<file path="config.mk">
export PLATFORM = sky130hd
export DESIGN_NAME = kb_scancode_arb
export DESIGN_NICKNAME = d
export VERILOG_FILES = /design/src/rtl/kb_arb_pkg.sv /design/src/rtl/kb_scancode_arb_picker.sv /design/src/rtl/kb_scancode_arb.sv
export SDC_FILE = /design/constraint.sdc
export NUM_CORES = 1
export LEC_CHECK = 0
export ABC_AREA = 1
export CAP_MARGIN = 20
export CORE_ASPECT_RATIO = 1.4
export CORE_MARGIN = 2
export CORE_UTILIZATION = 45
export CTS_BUF_LIST = sky130_fd_sc_hd__clkbuf_2
export CTS_CLUSTER_DIAMETER = 100
export DETAILED_ROUTE_END_ITERATION = 10
export PLACE_DENSITY = 0.79
export SLEW_MARGIN = 10
export SYNTH_ARGS = -nofsm -noshare
export SYNTH_HDL_FRONTEND = slang
export SYNTH_HIERARCHICAL = 1
export SYNTH_SLANG_ARGS = --single-unit
</file>
<file path="constraint.sdc">
create_clock -name clk -period 3.05 [get_ports clk]
set_input_delay 0.305 -clock clk [delete_from_list [all_inputs] [get_ports clk]]
set_output_delay 0.305 -clock clk [all_outputs]
set_load 0.01 [all_outputs]
</file>
<file path="src/rtl/kb_arb_pkg.sv">
// Shared types, prefix constants and width helpers for the scancode arbiter.
package kb_arb_pkg;

  typedef enum logic {
    IDLE = 1'b0,
    GAP  = 1'b1
  } kb_state_e;

  localparam logic [7:0] KB_PFX_E0 = 8'hE0;
  localparam logic [7:0] KB_PFX_E1 = 8'hE1;
  localparam logic [7:0] KB_PFX_F0 = 8'hF0;

  // True for bytes that open a multi-byte PS/2 sequence.
  function automatic logic is_prefix(input logic [7:0] b);
    return (b == KB_PFX_E0) || (b == KB_PFX_E1) || (b == KB_PFX_F0);
  endfunction

  // Bits needed for a counter that holds values 0..max_val.
  function automatic int unsigned cnt_w(input int unsigned max_val);
    return (max_val < 2) ? 1 : $clog2(max_val + 1);
  endfunction

endpackage

</file>
<file path="src/rtl/kb_scancode_arb_picker.sv">
// Combinational winner picker: round-robin from a start pointer, or fixed
// lowest-index priority when KB_ARB_FIXPRIO_EN is defined.
module kb_rr_picker
  import kb_arb_pkg::*;
#(
  parameter int unsigned NSRC = 3,
  parameter int unsigned IDXW = $clog2(NSRC)
) (
  input  logic [NSRC-1:0] req_i,
  input  logic [IDXW-1:0] start_i,
  input  logic [NSRC-1:0] mask_i,
  output logic [IDXW-1:0] win_idx_c_o,
  output logic            found_c_o
);

  logic [NSRC-1:0] elig;
  assign elig = req_i & mask_i;

`ifdef KB_ARB_FIXPRIO_EN
  logic unused_start;
  assign unused_start = ^start_i;

  // Lowest-indexed eligible source wins.
  always_comb begin
    win_idx_c_o = '0;
    found_c_o   = 1'b0;
    for (int unsigned i = 0; i < NSRC; i++) begin
      if (!found_c_o && elig[i]) begin
        win_idx_c_o = IDXW'(i);
        found_c_o   = 1'b1;
      end
    end
  end
`else
  // First eligible source at or after start_i, wrapping at NSRC.
  always_comb begin
    int unsigned idx;
    win_idx_c_o = '0;
    found_c_o   = 1'b0;
    idx         = 0;
    for (int unsigned k = 0; k < NSRC; k++) begin
      idx = (32'(start_i) + k) % NSRC;
      if (!found_c_o && elig[IDXW'(idx)]) begin
        win_idx_c_o = IDXW'(idx);
        found_c_o   = 1'b1;
      end
    end
  end
`endif

endmodule

</file>
<file path="src/rtl/kb_scancode_arb.sv">
// Scancode arbiter: merges producer bytes into one toggle-strobed stream,
// keeps PS/2 prefix sequences atomic, spaces updates and sequences flushes.
// Build option: KB_ARB_FIXPRIO_EN selects fixed lowest-index priority.
module kb_scancode_arb
  import kb_arb_pkg::*;
#(
  parameter int unsigned NSRC         = 3,
  parameter int unsigned GAP_CYCLES   = 4,
  parameter int unsigned LOCK_TIMEOUT = 1023
) (
  input  logic                     clk,
  input  logic                     reset_n,
  input  logic [NSRC*8-1:0]        src_scancode,
  input  logic [NSRC-1:0]          src_valid,
  output logic [NSRC-1:0]          src_ready,
  input  logic                     flush_req,
  output logic [7:0]               kb_scancode,
  output logic                     kb_scancode_upd,
  output logic                     keybuf_reset,
  output logic [$clog2(NSRC)-1:0]  grant_idx,
  output logic                     busy
);

  localparam int unsigned IDXW = $clog2(NSRC);
  localparam int unsigned GAPW = cnt_w(GAP_CYCLES);
  localparam int unsigned TOW  = cnt_w(LOCK_TIMEOUT);

  kb_state_e       state_q, state_d;
  logic [7:0]      kb_q, kb_d;
  logic            upd_q, upd_d;
  logic            kbr_q, kbr_d;
  logic [IDXW-1:0] grant_q, grant_d;
  logic [IDXW-1:0] rr_q, rr_d;
  logic            lock_q, lock_d;
  logic [IDXW-1:0] lsrc_q, lsrc_d;
  logic [GAPW-1:0] gap_q, gap_d;
  logic [TOW-1:0]  to_q, to_d;
  logic            busy_q, busy_d;

  logic [NSRC-1:0] lock_mask;
  logic [IDXW-1:0] win_idx;
  logic            found;
  logic            accept;
  logic [7:0]      win_byte;

  assign lock_mask = lock_q ? (NSRC'(1) << lsrc_q) : {NSRC{1'b1}};

  kb_rr_picker #(.NSRC(NSRC), .IDXW(IDXW)) u_picker (
    .req_i       (src_valid),
    .start_i     (rr_q),
    .mask_i      (lock_mask),
    .win_idx_c_o (win_idx),
    .found_c_o   (found)
  );

  // Accept only when idle, out of reset and no flush is pending this cycle.
  assign accept    = reset_n && (state_q == IDLE) && found && !flush_req;
  assign src_ready = accept ? (NSRC'(1) << win_idx) : '0;

  // Byte presented by the current winner.
  always_comb begin
    win_byte = '0;
    for (int unsigned i = 0; i < NSRC; i++) begin
      if (win_idx == IDXW'(i)) win_byte = src_scancode[i*8 +: 8];
    end
  end

  // Next-state: flush first, then acceptance, lock timeout and gap countdown.
  always_comb begin
    state_d = state_q;
    kb_d    = kb_q;
    upd_d   = upd_q;
    kbr_d   = 1'b0;
    grant_d = grant_q;
    rr_d    = rr_q;
    lock_d  = lock_q;
    lsrc_d  = lsrc_q;
    gap_d   = gap_q;
    to_d    = to_q;

    if (flush_req) begin
      kbr_d   = 1'b1;
      lock_d  = 1'b0;
      to_d    = '0;
      gap_d   = GAPW'(GAP_CYCLES - 1);
      state_d = GAP;
    end else begin
      case (state_q)
        IDLE: begin
          if (accept) begin
            kb_d    = win_byte;
            upd_d   = ~upd_q;
            grant_d = win_idx;
            state_d = GAP;
            gap_d   = GAPW'(GAP_CYCLES - 1);
            to_d    = '0;
`ifdef KB_ARB_FIXPRIO_EN
            rr_d    = '0;
`else
            rr_d    = (32'(win_idx) == NSRC - 1) ? '0 : win_idx + IDXW'(1);
`endif
            if (is_prefix(win_byte)) begin
              lock_d = 1'b1;
              lsrc_d = win_idx;
            end else if (lock_q && (win_idx == lsrc_q)) begin
              lock_d = 1'b0;
            end
          end else if (lock_q && !src_valid[lsrc_q]) begin
            if (to_q == TOW'(LOCK_TIMEOUT - 1)) begin
              lock_d = 1'b0;
              to_d   = '0;
            end else begin
              to_d = to_q + TOW'(1);
            end
          end
        end
        GAP: begin
          if (gap_q == '0) state_d = IDLE;
          else             gap_d   = gap_q - GAPW'(1);
        end
        default: state_d = IDLE;
      endcase
    end

    busy_d = (state_d != IDLE) || lock_d;
  end

  // State and output registers.
  always_ff @(posedge clk or negedge reset_n) begin
    if (!reset_n) begin
      state_q <= IDLE;
      kb_q    <= '0;
      upd_q   <= 1'b0;
      kbr_q   <= 1'b0;
      grant_q <= '0;
      rr_q    <= '0;
      lock_q  <= 1'b0;
      lsrc_q  <= '0;
      gap_q   <= '0;
      to_q    <= '0;
      busy_q  <= 1'b0;
    end else begin
      state_q <= state_d;
      kb_q    <= kb_d;
      upd_q   <= upd_d;
      kbr_q   <= kbr_d;
      grant_q <= grant_d;
      rr_q    <= rr_d;
      lock_q  <= lock_d;
      lsrc_q  <= lsrc_d;
      gap_q   <= gap_d;
      to_q    <= to_d;
      busy_q  <= busy_d;
    end
  end

  assign kb_scancode     = kb_q;
  assign kb_scancode_upd = upd_q;
  assign keybuf_reset    = kbr_q;
  assign grant_idx       = grant_q;
  assign busy            = busy_q;

endmodule

</file>
==> results.toml <==
[status]
outcome = "finished, final reports clean"

[grt]
antenna_found_initial = 0
grt_max_degree = 33
grt_usage_pct = 21.4
grt_pass1_vias = 2181
overflow = 0
grt_pass1_wl_um = 9220

[timing]
worstMarginPinSlew_ps = 483
post-route-period-util_pct = 99.4
slew_viol_final = 0
setup_viol = 0
max-slew-margin-rel_pct = 67.5
rsz0062_at_grt = "true"
fmax_mhz = 330
finalClockSkew_ps = 13.2
hold_viol = 0
period_minus_slack_ps = 3030
setup_ws_ps = 18.4

[setup_path]
r2r_end = "lsrc_q[0]"
crit-reg2reg-launch = "lsrc_q[0]"
worst-r2r-setup-slack_ps = 450
cp.arrival_ps = 2730
critPathMaxFanout = 10
endpoint_kind = "output pin"
crit_type = "flop to output pin"
worstSetupStartpointType = "flop"
worstRegToRegCells = 15
worstPathRequired_ps = 2740

[floorplan]
row_count = 29
start_util_pct = 47.3
top_level_ports = 46
die_w_um = 62.6
die-area_sq_mm = 0.00539
core_area_sq_mm = 0.00457
die_h_um = 86.0

[place]
pre_cts_ws_ps = 362
gp_congestion = 0.886
dp_hpwl_um = 4180
io_buffers = 45

[cts]
cts_buffer_depth = 2
clk-insertion-delay-late_ps = 380
cts_root_buffer = "clkbuf_2"
clkSinkCount = 32
numCtsBuffers = 5
ctsHtreeMaxLevel = 2
cts_hold_buffers = 0
cts_tree = "done"
path_clk_slew_ps = 180

[power_and_ir_drop]
power.density_mw_per_mm2 = 707
switching_share_pct = 43.7
p_leak_nw = 1.43
power_w = 0.00198
p_int_w = 0.00111
pwr-share-clk_pct = 14.7
power_frac_comb_pct = 55.5
power_frac_seq_pct = 29.8
p_switching_w = 0.000865
peakVddDrop_uv = 586

[routing]
drc = 0
num_vias = 2199
routed_wl_um = 5390
drt-initial-drc-count = 89
antenna_left = 0
avgViaCountPerCell = 5.04
wl_per_cell_um = 12.4
dr.pass1.iters = 4

[synth]
synth.net_count = 354
yosys.area_share.simple_pct = 41.6
synthAdderAreaFrac_pct = 3.47
synthCells = 318
synth_top_cell_area_share_pct = 37.0
ys_seq_area_share_pct = 37.0
synthTopCellsByArea = "dfrtp_1, nand2_1, nand3_1, inv_1, nor2_1"
syn_avg_cell_area_sq_um = 6.80
muxShareOfSynthArea_pct = 0
syn_area_sq_mm = 0.00216
synth_compound_area_share_pct = 6.42
synth_cell_types = 28
ys_ff_latch = 32
synth_top_family_by_area = "simple AND/OR/NAND/NOR gates"
synth_xor_xnor_area_share_pct = 1.62
yosys_warnings = 6
yosys.area.top_type = "dfrtp_1"

[layout]
multiInputGateArea_sq_mm = 0.00115
nets = 409
regArea_sq_um = 803
fillCellCount = 427
n_antenna_cell = 0
syn2layout_area_growth_pct = 29.3
drive_gt1_share_pct = 12.6

[run]
drv_cap = 0

[hold_path]
hp-class = "input pin to async pin"
## power by group through the flow
stage               Combinational [W]  Sequential [W]  Clock (W)
floorplan                    0.000685        0.000624          0
detailed placement            0.00105        0.000598          0
CTS                           0.00106        0.000591   0.000298
finish                        0.00110        0.000590   0.000291
global route                  0.00122        0.000604   0.000313
global placement              0.00103        0.000594          0
## worst max path at each step
stage          slack, ps    startpoint      endpoint  depth (start not counted)
2_1_floorplan        910       rr_q[0]     lsrc_q[0]                         17
3_3_place_gp         420  src_valid[1]  src_ready[0]                         13
3_5_place_dp         360  src_valid[1]     lsrc_q[0]                         17
4_1_cts              0.6     lsrc_q[1]  src_ready[2]                         11
5_1_grt             -100       rr_q[0]  src_ready[2]                         12
6_report              20       rr_q[1]  src_ready[2]                         11
## cells in the final DEF (no fill, tap or decap), types with 2 or more instances in the layout
cell	instances
inv_4	2
nor2_2	5
nand3_1	39
o21ai_1	6
dlymetal6s2s_1	2
nor3_1	4
nand3_2	3
clkbuf_2	6
o21ai_0	9
clkdlybuf4s50_1	43
dfrtp_2	2
dfrtp_1	30
buf_4	10
inv_2	5
a21oi_1	7
nor2_1	33
nand2_2	8
ha_1	5
nor3_2	2
nand2_1	94
xnor2_1	3
nand4_1	10
inv_1	36
## Yosys cell counts, drive strengths merged
cell,instances
nand2,103
inv,43
nand3,42
nor2,38
dfrtp,32
o21ai,15
nand4,10
a21oi,7
buf,6
ha,6
nor3,6
xnor2,3
a21boi,1
a31oi,1
and3,1
clkbuf,1
o21bai,1
o31ai,1
xor2,1
## layer usage
metal	global-route usage [%]	part of all wire [%]	up-vias	wire length, um
met1	21.4	37	996	2010
met3	5.12	5.4	9	289
li1	-	-	1125	-
met2	41.7	56	69	3000
met4	8.69	1.7	0	90
met5	0	0	-	0
## registers in the layout (all words and copies together), names as in the netlist
name and count:
kb_scancode_upd 1, gap_q 3, lsrc_q 2, to_q 10, rr_q 2, state_q 1, kb_scancode 8, lock_q 1
keybuf_reset 1, grant_idx 2, busy 1
## cell families (layout without fill, tap and decap cells)
| logic type | after synthesis | count (layout) |
|---|---|---|
| buffers and inverters | 50 | 106 |
| adder cells (fa/ha/maj) | 6 | 6 |
| flip-flops | 32 | 32 |
| AND/OR/NAND/NOR | 200 | 200 |
| XOR/XNOR | 4 | 4 |
| AO/OA/AOI/OAI | 26 | 26 |
## critical path, cell delays in order (launching register included)
cell and delay, ps:
dfrtp_1 440, ha_2 410, inv_2 70, nand3_2 50, nand3_1 60, nand2_1 110, nand4_1 130, nand2_2 150
buf_4 190, nand2_1 90, nor2_1 100, clkdlybuf4s50_1 550
## through the flow
| step | hold slack [ps] | utilization [%] | cell area [sq um] | TNS [ps] | cells |
|---|---|---|---|---|---|
| after floorplan | 9.41 | - | 2160 | 0 | 318 |
| after global placement | 460 | 58.7 | 2690 | 0 | 424 |
| after detailed placement | 464 | 58.7 | 2690 | 0 | 424 |
| after CTS | 363 | 60.3 | 2760 | 0 | 433 |
| after global routing | 384 | 61.2 | 2800 | -95.3 | 436 |
| final | 342 | 61.2 | 2800 | 0 | 436 |
## timing repair
action | 4_1_cts | 5_1_grt
setup buffers | 1 | 3
resized for setup | 1 | 10
setup endpoints to repair | 3 | 3
gates cloned | 0 | 0
## cell type report
class | instances | share of cell area [%]
clock buffers | 6 | 1.07
well taps | 62 | 2.77
multi-input cells | 236 | 41.3
flip-flops and latches | 32 | 28.7
inverters | 43 | 5.95
clock inverters | 2 | 1.25
repair buffers | 55 | 19.0
No activity file was read; power rests on OpenSTA's default activity.
